===== src/rtl/board_io_if.sv =====
// Board I/O bundle between the CPU top and the board controller:
// mode select, step button, display value, CPU enable and 7-seg drive.
interface board_io_if #(
    parameter int DIGITS = 4
);
    logic [1:0]          selclk;
    logic                button;
    logic [4*DIGITS-1:0] value;
    logic                cpu_en;
    logic [DIGITS-1:0]   an;
    logic [7:0]          cat;

    modport master (
        output selclk, button, value,
        input  cpu_en, an, cat
    );

    modport slave (
        input  selclk, button, value,
        output cpu_en, an, cat
    );
endinterface


===== src/rtl/board_io_ctrl.sv =====
// Board I/O controller: CPU clock-enable generation (free-run, divided,
// debounced single-step, halt) and a multiplexed hex 7-segment display.
module board_io_ctrl #(
    parameter int DIGITS = 4,
    parameter int DIV_N  = 50000000,
    parameter int SCAN_N = 100000,
    parameter int DEB_N  = 1000000
) (
    input logic       sysclk,
    input logic       rst,
    board_io_if.slave io
);
    localparam int DIV_W  = (DIV_N  > 2) ? $clog2(DIV_N)  : 1;
    localparam int SCAN_W = (SCAN_N > 2) ? $clog2(SCAN_N) : 1;
    localparam int DEB_W  = (DEB_N  > 2) ? $clog2(DEB_N)  : 1;
    localparam int IDX_W  = (DIGITS > 1) ? $clog2(DIGITS) : 1;

    typedef enum logic [1:0] {
        MODE_RUN  = 2'd0,
        MODE_DIV  = 2'd1,
        MODE_STEP = 2'd2,
        MODE_HALT = 2'd3
    } mode_t;

    mode_t               sel_q;
    logic [DIV_W-1:0]    div_cnt;
    logic [1:0]          sync_q;
    logic                deb_state;
    logic [DEB_W-1:0]    deb_cnt;
    logic                deb_rise;
    logic [SCAN_W-1:0]   scan_cnt;
    logic [IDX_W-1:0]    dig_idx;
    logic [4*DIGITS-1:0] shadow;

    logic                mode_chg;
    logic                div_last;
    logic [3:0]          nib;
    logic [6:0]          seg;
    logic [DIGITS-1:0]   an_nx;
    logic                dp;

    function automatic logic [6:0] seg7(input logic [3:0] n);
        case (n)
            4'h0: seg7 = 7'h40;  4'h1: seg7 = 7'h79;
            4'h2: seg7 = 7'h24;  4'h3: seg7 = 7'h30;
            4'h4: seg7 = 7'h19;  4'h5: seg7 = 7'h12;
            4'h6: seg7 = 7'h02;  4'h7: seg7 = 7'h78;
            4'h8: seg7 = 7'h00;  4'h9: seg7 = 7'h10;
            4'hA: seg7 = 7'h08;  4'hB: seg7 = 7'h03;
            4'hC: seg7 = 7'h46;  4'hD: seg7 = 7'h21;
            4'hE: seg7 = 7'h06;  default: seg7 = 7'h0E;
        endcase
    endfunction

    // The mode change is caught on the edge that loads sel_q, so the new
    // mode drives cpu_en exactly two cycles after selclk moves.
    always_comb begin
        mode_chg = (mode_t'(io.selclk) != sel_q);
        div_last = (div_cnt == DIV_W'(DIV_N - 1));
        nib      = '0;
        an_nx    = '1;
        for (int unsigned i = 0; i < DIGITS; i++) begin
            if (dig_idx == IDX_W'(i)) begin
                nib      = shadow[4*i +: 4];
                an_nx[i] = 1'b0;
            end
        end
        seg = seg7(nib);
        dp  = !((sel_q == MODE_HALT) && (dig_idx == '0));
    end

    always_ff @(posedge sysclk) begin
        if (rst) begin
            sel_q     <= MODE_HALT;
            div_cnt   <= '0;
            sync_q    <= '0;
            deb_state <= 1'b0;
            deb_cnt   <= '0;
            deb_rise  <= 1'b0;
            scan_cnt  <= '0;
            dig_idx   <= '0;
            shadow    <= '0;
            io.cpu_en <= 1'b0;
            io.an     <= '1;
            io.cat    <= 8'hFF;
        end else begin
            sel_q    <= mode_t'(io.selclk);
            sync_q   <= {sync_q[0], io.button};
            deb_rise <= 1'b0;

            if (sync_q[1] == deb_state) begin
                deb_cnt <= '0;
            end else if (deb_cnt == DEB_W'(DEB_N - 1)) begin
                deb_state <= ~deb_state;
                deb_cnt   <= '0;
                deb_rise  <= ~deb_state;
            end else begin
                deb_cnt <= deb_cnt + DEB_W'(1);
            end

            // deb_rise is a single-cycle pulse, so edges outside step mode vanish.
            if (mode_chg) begin
                div_cnt   <= '0;
                io.cpu_en <= 1'b0;
            end else begin
                div_cnt <= div_last ? '0 : div_cnt + DIV_W'(1);
                unique case (sel_q)
                    MODE_RUN:  io.cpu_en <= 1'b1;
                    MODE_DIV:  io.cpu_en <= div_last;
                    MODE_STEP: io.cpu_en <= deb_rise;
                    MODE_HALT: io.cpu_en <= 1'b0;
                endcase
            end

            if ((scan_cnt == '0) && (dig_idx == '0)) begin
                shadow <= io.value;
            end
            if (scan_cnt == SCAN_W'(SCAN_N - 1)) begin
                scan_cnt <= '0;
                dig_idx  <= (dig_idx == IDX_W'(DIGITS - 1)) ? '0 : dig_idx + IDX_W'(1);
            end else begin
                scan_cnt <= scan_cnt + SCAN_W'(1);
            end

            io.an  <= an_nx;
            io.cat <= {dp, seg};
        end
    end
endmodule

===== src/flat_wrapper.sv =====
// flat-port wrapper written by rule: the top's interface ports become plain ports
module board_io_ctrl_flat 
#(
    parameter int DIGITS = 4,
    parameter int DIV_N  = 50000000,
    parameter int SCAN_N = 100000,
    parameter int DEB_N  = 1000000
)
  (sysclk, rst, io_selclk, io_button, io_value, io_cpu_en, io_an, io_cat);
  board_io_if #(.DIGITS(DIGITS)) io_i ();
  input logic sysclk;
  input logic rst;
  input wire logic [$bits(io_i.selclk)-1:0] io_selclk;
  input wire logic [$bits(io_i.button)-1:0] io_button;
  input wire logic [$bits(io_i.value)-1:0] io_value;
  output wire logic [$bits(io_i.cpu_en)-1:0] io_cpu_en;
  output wire logic [$bits(io_i.an)-1:0] io_an;
  output wire logic [$bits(io_i.cat)-1:0] io_cat;
  assign io_i.selclk = io_selclk;
  assign io_i.button = io_button;
  assign io_i.value = io_value;
  assign io_cpu_en = io_i.cpu_en;
  assign io_an = io_i.an;
  assign io_cat = io_i.cat;
  board_io_ctrl #(.DIGITS(DIGITS), .DIV_N(DIV_N), .SCAN_N(SCAN_N), .DEB_N(DEB_N)) u_core (.sysclk(sysclk), .rst(rst), .io(io_i));
endmodule

===== config.mk =====
export PLATFORM = sky130hd
export DESIGN_NAME = board_io_ctrl_flat
export DESIGN_NICKNAME = d
export VERILOG_FILES = /design/src/rtl/board_io_if.sv /design/src/rtl/board_io_ctrl.sv /design/src/flat_wrapper.sv
export SDC_FILE = /design/constraint.sdc
export NUM_CORES = 1
export LEC_CHECK = 0
export CORE_MARGIN = 2
export CORE_UTILIZATION = 55
export CTS_CLUSTER_SIZE = 16
export DETAILED_ROUTE_END_ITERATION = 6
export DONT_BUFFER_PORTS = 1
export PLACE_DENSITY = 0.7
export SYNTH_ARGS = -nofsm -noshare
export SYNTH_HDL_FRONTEND = slang
export SYNTH_SLANG_ARGS = --single-unit

===== constraint.sdc =====
create_clock -name sysclk -period 7 [get_ports sysclk]
set_clock_uncertainty 0.05 [all_clocks]
set_input_delay 0.7 -clock sysclk [delete_from_list [all_inputs] [get_ports sysclk]]
set_output_delay 0.7 -clock sysclk [all_outputs]
set_load 0.01 [all_outputs]

==> results by group <==
Logic synthesis
  • Area contributors post-synth: sky130_fd_sc_hd__dfxtp_1 46%, sky130_fd_sc_hd__nor2_1 8.0%, sky130_fd_sc_hd__xor2_1 7.2%, sky130_fd_sc_hd__xnor2_1 4.6%, sky130_fd_sc_hd__mux2i_1 4.6%
  • Unique cell type count in the Yosys netlist: 44
  • Post-synth top flop: sky130_fd_sc_hd__dfxtp_1
  • Post-Synth XOR/XNOR Area: 0.1182
  • Number of warnings printed during yosys synthesis: 0
  • Fraction of registers with async set or reset after synthesis: 0
  • Dominant combinational cell family by area after synthesis: simple AND/OR/NAND/NOR gates
  • Area share of the largest cell type after synthesis: 0.4581
  • Cell area after technology mapping: 4370 um2
  • Most frequent cell after synthesis: sky130_fd_sc_hd__dfxtp_1
  • FF+latch count, synth: 100
  • Part of the Yosys area used for sequential elements: 0.4581
  • Synth Net Count: 514
  • Number of instances in the synthesized netlist: 479
  • Compound-Gate Fraction of Synth Area: 0.03149
  • Simple logic cell fraction of the synthesized area: 0.2602
  • Count of flip-flops with a built-in enable after synthesis: 0
  • Most used standard cells in the synthesized netlist: 100 x sky130_fd_sc_hd__dfxtp_1, 93 x sky130_fd_sc_hd__nor2_1, 36 x sky130_fd_sc_hd__xor2_1
  • Per-instance average area after synthesis: 9.124 um2
  • Post-synthesis adder-cell area fraction: 0.04008
  • Mux cell area share after synthesis: 0.05354
  • Leading area contributor after synthesis: sky130_fd_sc_hd__dfxtp_1

Floorplan
  • Chip width: between 90 and 100 um
  • Chip Height: 93.14 um
  • Std-Cell Rows: 32
  • Core region area: 7727 um2
  • Initial standard-cell utilization of the core: 0.5656
  • Floorplan die area: approximately 8700 um2
  • Number of top-level pins: 34

Pwr
  • Static Leakage: 1.674 nW
  • Worst IR Drop VDD: 0.1591 mV
  • Fraction of power spent switching nets: 0.2303
  • Clock group share of total power: 0.362
  • Cell-internal power: 800.2 uW
  • Combinational share of power: 0.062
  • Switching power summed over all nets: 239.4 uW
  • Sequential cell fraction of total power: 0.577
  • Total power per unit cell area: 225.7 nW/um2

Setup path
  • Worst path cell trace: inv_1, ha_1, nand3b_1, a221oi_1, inv_1, ha_1, mux2_2, nand2_1, o311ai_0
  • CP max stage cell: sky130_fd_sc_hd__a221oi_1
  • Critical path data arrival time: 2.78 ns
  • Largest stage delay on the critical path: 0.58 ns
  • Type of destination of the critical path: flop
  • Setup crit start: u_core.dig_idx[1]
  • CP Data Required Time: a little over 7 ns
  • Element type at the critical path start: flop
  • Startpoint of the worst register-to-register path: u_core.dig_idx[1]
  • Critical-path maximum fanout: 9
  • Critical path class: flop to flop

GRT
  • Pin count of the biggest net entering global routing: 28
  • Number of global-route vias before repair: 2916
  • Initial antenna violation count: 0
  • Global-route wire length before repair: 12700 um
  • Remaining global-route overflow: 0
  • Total global-route track usage: 0.1825

Placed design
  • Port Buffer Count: 0
  • GP Congestion: 0.8018
  • HPWL after DPL: just over 5000 um
  • Post-placement worst setup slack: 4.260 ns

Routing
  • Detail-routed net length per standard cell: 12.44 um
  • Post-detailed-route via-to-cell ratio: around 5.3
  • Total number of vias: between 3000 and 4000
  • First-pass iteration count of the detailed router: 4
  • DRC viols: 0
  • Number of design-rule violations left by the first detailed-router iteration: 72
  • Total detailed-routing wirelength: 7226 um
  • Final antenna-violating net count: 0

Finish
  • Final design utilization: 0.5960
  • Layout filler cell count: around 690
  • Share of post-route cells with drive strength above 1: 0.06681
  • Diode insertion count for antenna repair: 0
  • Area Overhead vs Synth: 5.382%
  • Area used by multi-input combinational logic: about 2200 um2
  • Register area: 2002 um2
  • Layout Nets: between 500 and 600

Clock network
  • Hold-fix buffers, CTS: 0
  • Clock tree from TritonCTS: yes
  • Maximum buffer depth of the clock tree: 2
  • Number of gates resized after cts: 0
  • CTS H-Tree Depth: 3
  • Number of buffers added by the clock tree synthesis step: 9
  • Clock transition time at the flip-flop clock pins of the worst setup and hold paths: ~0.1 ns
  • Post-CTS setup buffer count: 0
  • CTS sink count: 100
  • Master cell of the clock root buffer: sky130_fd_sc_hd__clkbuf_8
  • Clock latency reported for the late side of the worst-skew pair: 0.36 ns

Worst hold path
  • Source of the worst hold timing path: rst
  • HP Class: input port to flop

Timing
  • Highest clock rate: around 380 MHz
  • Count of endpoints failing setup in the final report: 0
  • Final-layout setup total negative slack: 0 ns
  • Final period demand of the worst path: approximately 2.6 ns
  • Max-slew headroom: 0.2196
  • Fin crit share: 0.3741
  • Worst slew pin tran: 1.162 ns
  • Post-layout worst setup margin: 4.382 ns
  • RSZ-0062 raised after global routing: no
  • Final hold violations: 0
  • Slew Viols, Final: 0

Run
  • Max-capacitance violation count: 0

Run status
  • Result of the run: completed
## layout by cell type, fill, tap and decap left out, drive strengths merged, types with 4 or more instances in the layout
cell and count:
a21oi 4, and3 13, clkbuf 11, dfxtp 100, ha 14, inv 17, mux2i 20, nand2 35
nand2b 4, nand3 29, nand3b 5, nand4 17, nor2 94, nor2b 4, nor3 6, nor4 8
or3 4, xnor2 23, xor2 36
## power groups by stage
stage,combinational (mW),sequential (mW),clock [mW]
after floorplan,0.0600,0.609,0
after global placement,0.0621,0.613,0
after detailed placement,0.0642,0.613,0
after CTS,0.0644,0.600,0.390
after global routing,0.0725,0.602,0.416
final,0.0640,0.600,0.376
## area by class of cell
type	instances	area share
clock buffer	11	0.03287
clock inverter	4	0.01195
inverter	15	0.01222
multi-input combinational	347	0.4779
sequential	100	0.4347
tap	102	0.02771
timing repair buffer	2	0.002717
## worst paths after layout
check / endpoint / slack [ns] / cells past startpoint
worst max-delay path: u_core.io.cat[6] / 4.38 / 9
worst min-delay path: u_core.dig_idx[0] / 0.33 / 1
worst max register to register: u_core.io.cat[6] / 4.38 / 9
worst min register to register: u_core.sync_q[1] / 0.40 / 1
## critical path, delay by kind of cell (launching register included)
family	cells	cell delay, ns
mux	1	0.26
compound gates	2	0.69
buf+inv	2	0.29
simple gates	2	0.25
flops	1	0.39
fa+ha+maj	2	0.52
## state kept, by name (all words and copies together), names as in the netlist, 2 cells and up
name,count
u_core.dig_idx,2
u_core.div_cnt,26
u_core.scan_cnt,17
u_core.io.an,4
u_core.deb_cnt,20
u_core.sel_q,2
u_core.sync_q,2
u_core.io.cat,8
u_core.shadow,16
## routing by layer
layer	wire, um	track usage
met1	3510	0.2269
met2	3332	0.2959
met3	226	0.04996
met4	157	0.08211
met5	0	0
## kinds of logic (layout without fill, tap and decap cells)
| group | count (synthesis) | in the layout |
|---|---|---|
| buffers and inverters | 32 | 32 |
| AO/OA/AOI/OAI | 19 | 19 |
| adder cells (fa/ha/maj) | 14 | 14 |
| flip-flops | 100 | 100 |
| multiplexers | 23 | 23 |
| XOR/XNOR | 59 | 59 |
| AND/OR/NAND/NOR | 232 | 232 |
## through the flow
step,hold WS (ns),cells,cell area (um2),power [mW]
after floorplan,0.3455,479,4370,0.6695
after global placement,0.3778,565,4394,0.6755
after detailed placement,0.3770,565,4394,0.6776
after CTS,0.3195,580,4601,1.055
after global routing,0.3135,581,4606,1.091
final,0.3343,581,4606,1.040
Note: power is estimated with default switching activity, not from simulation.
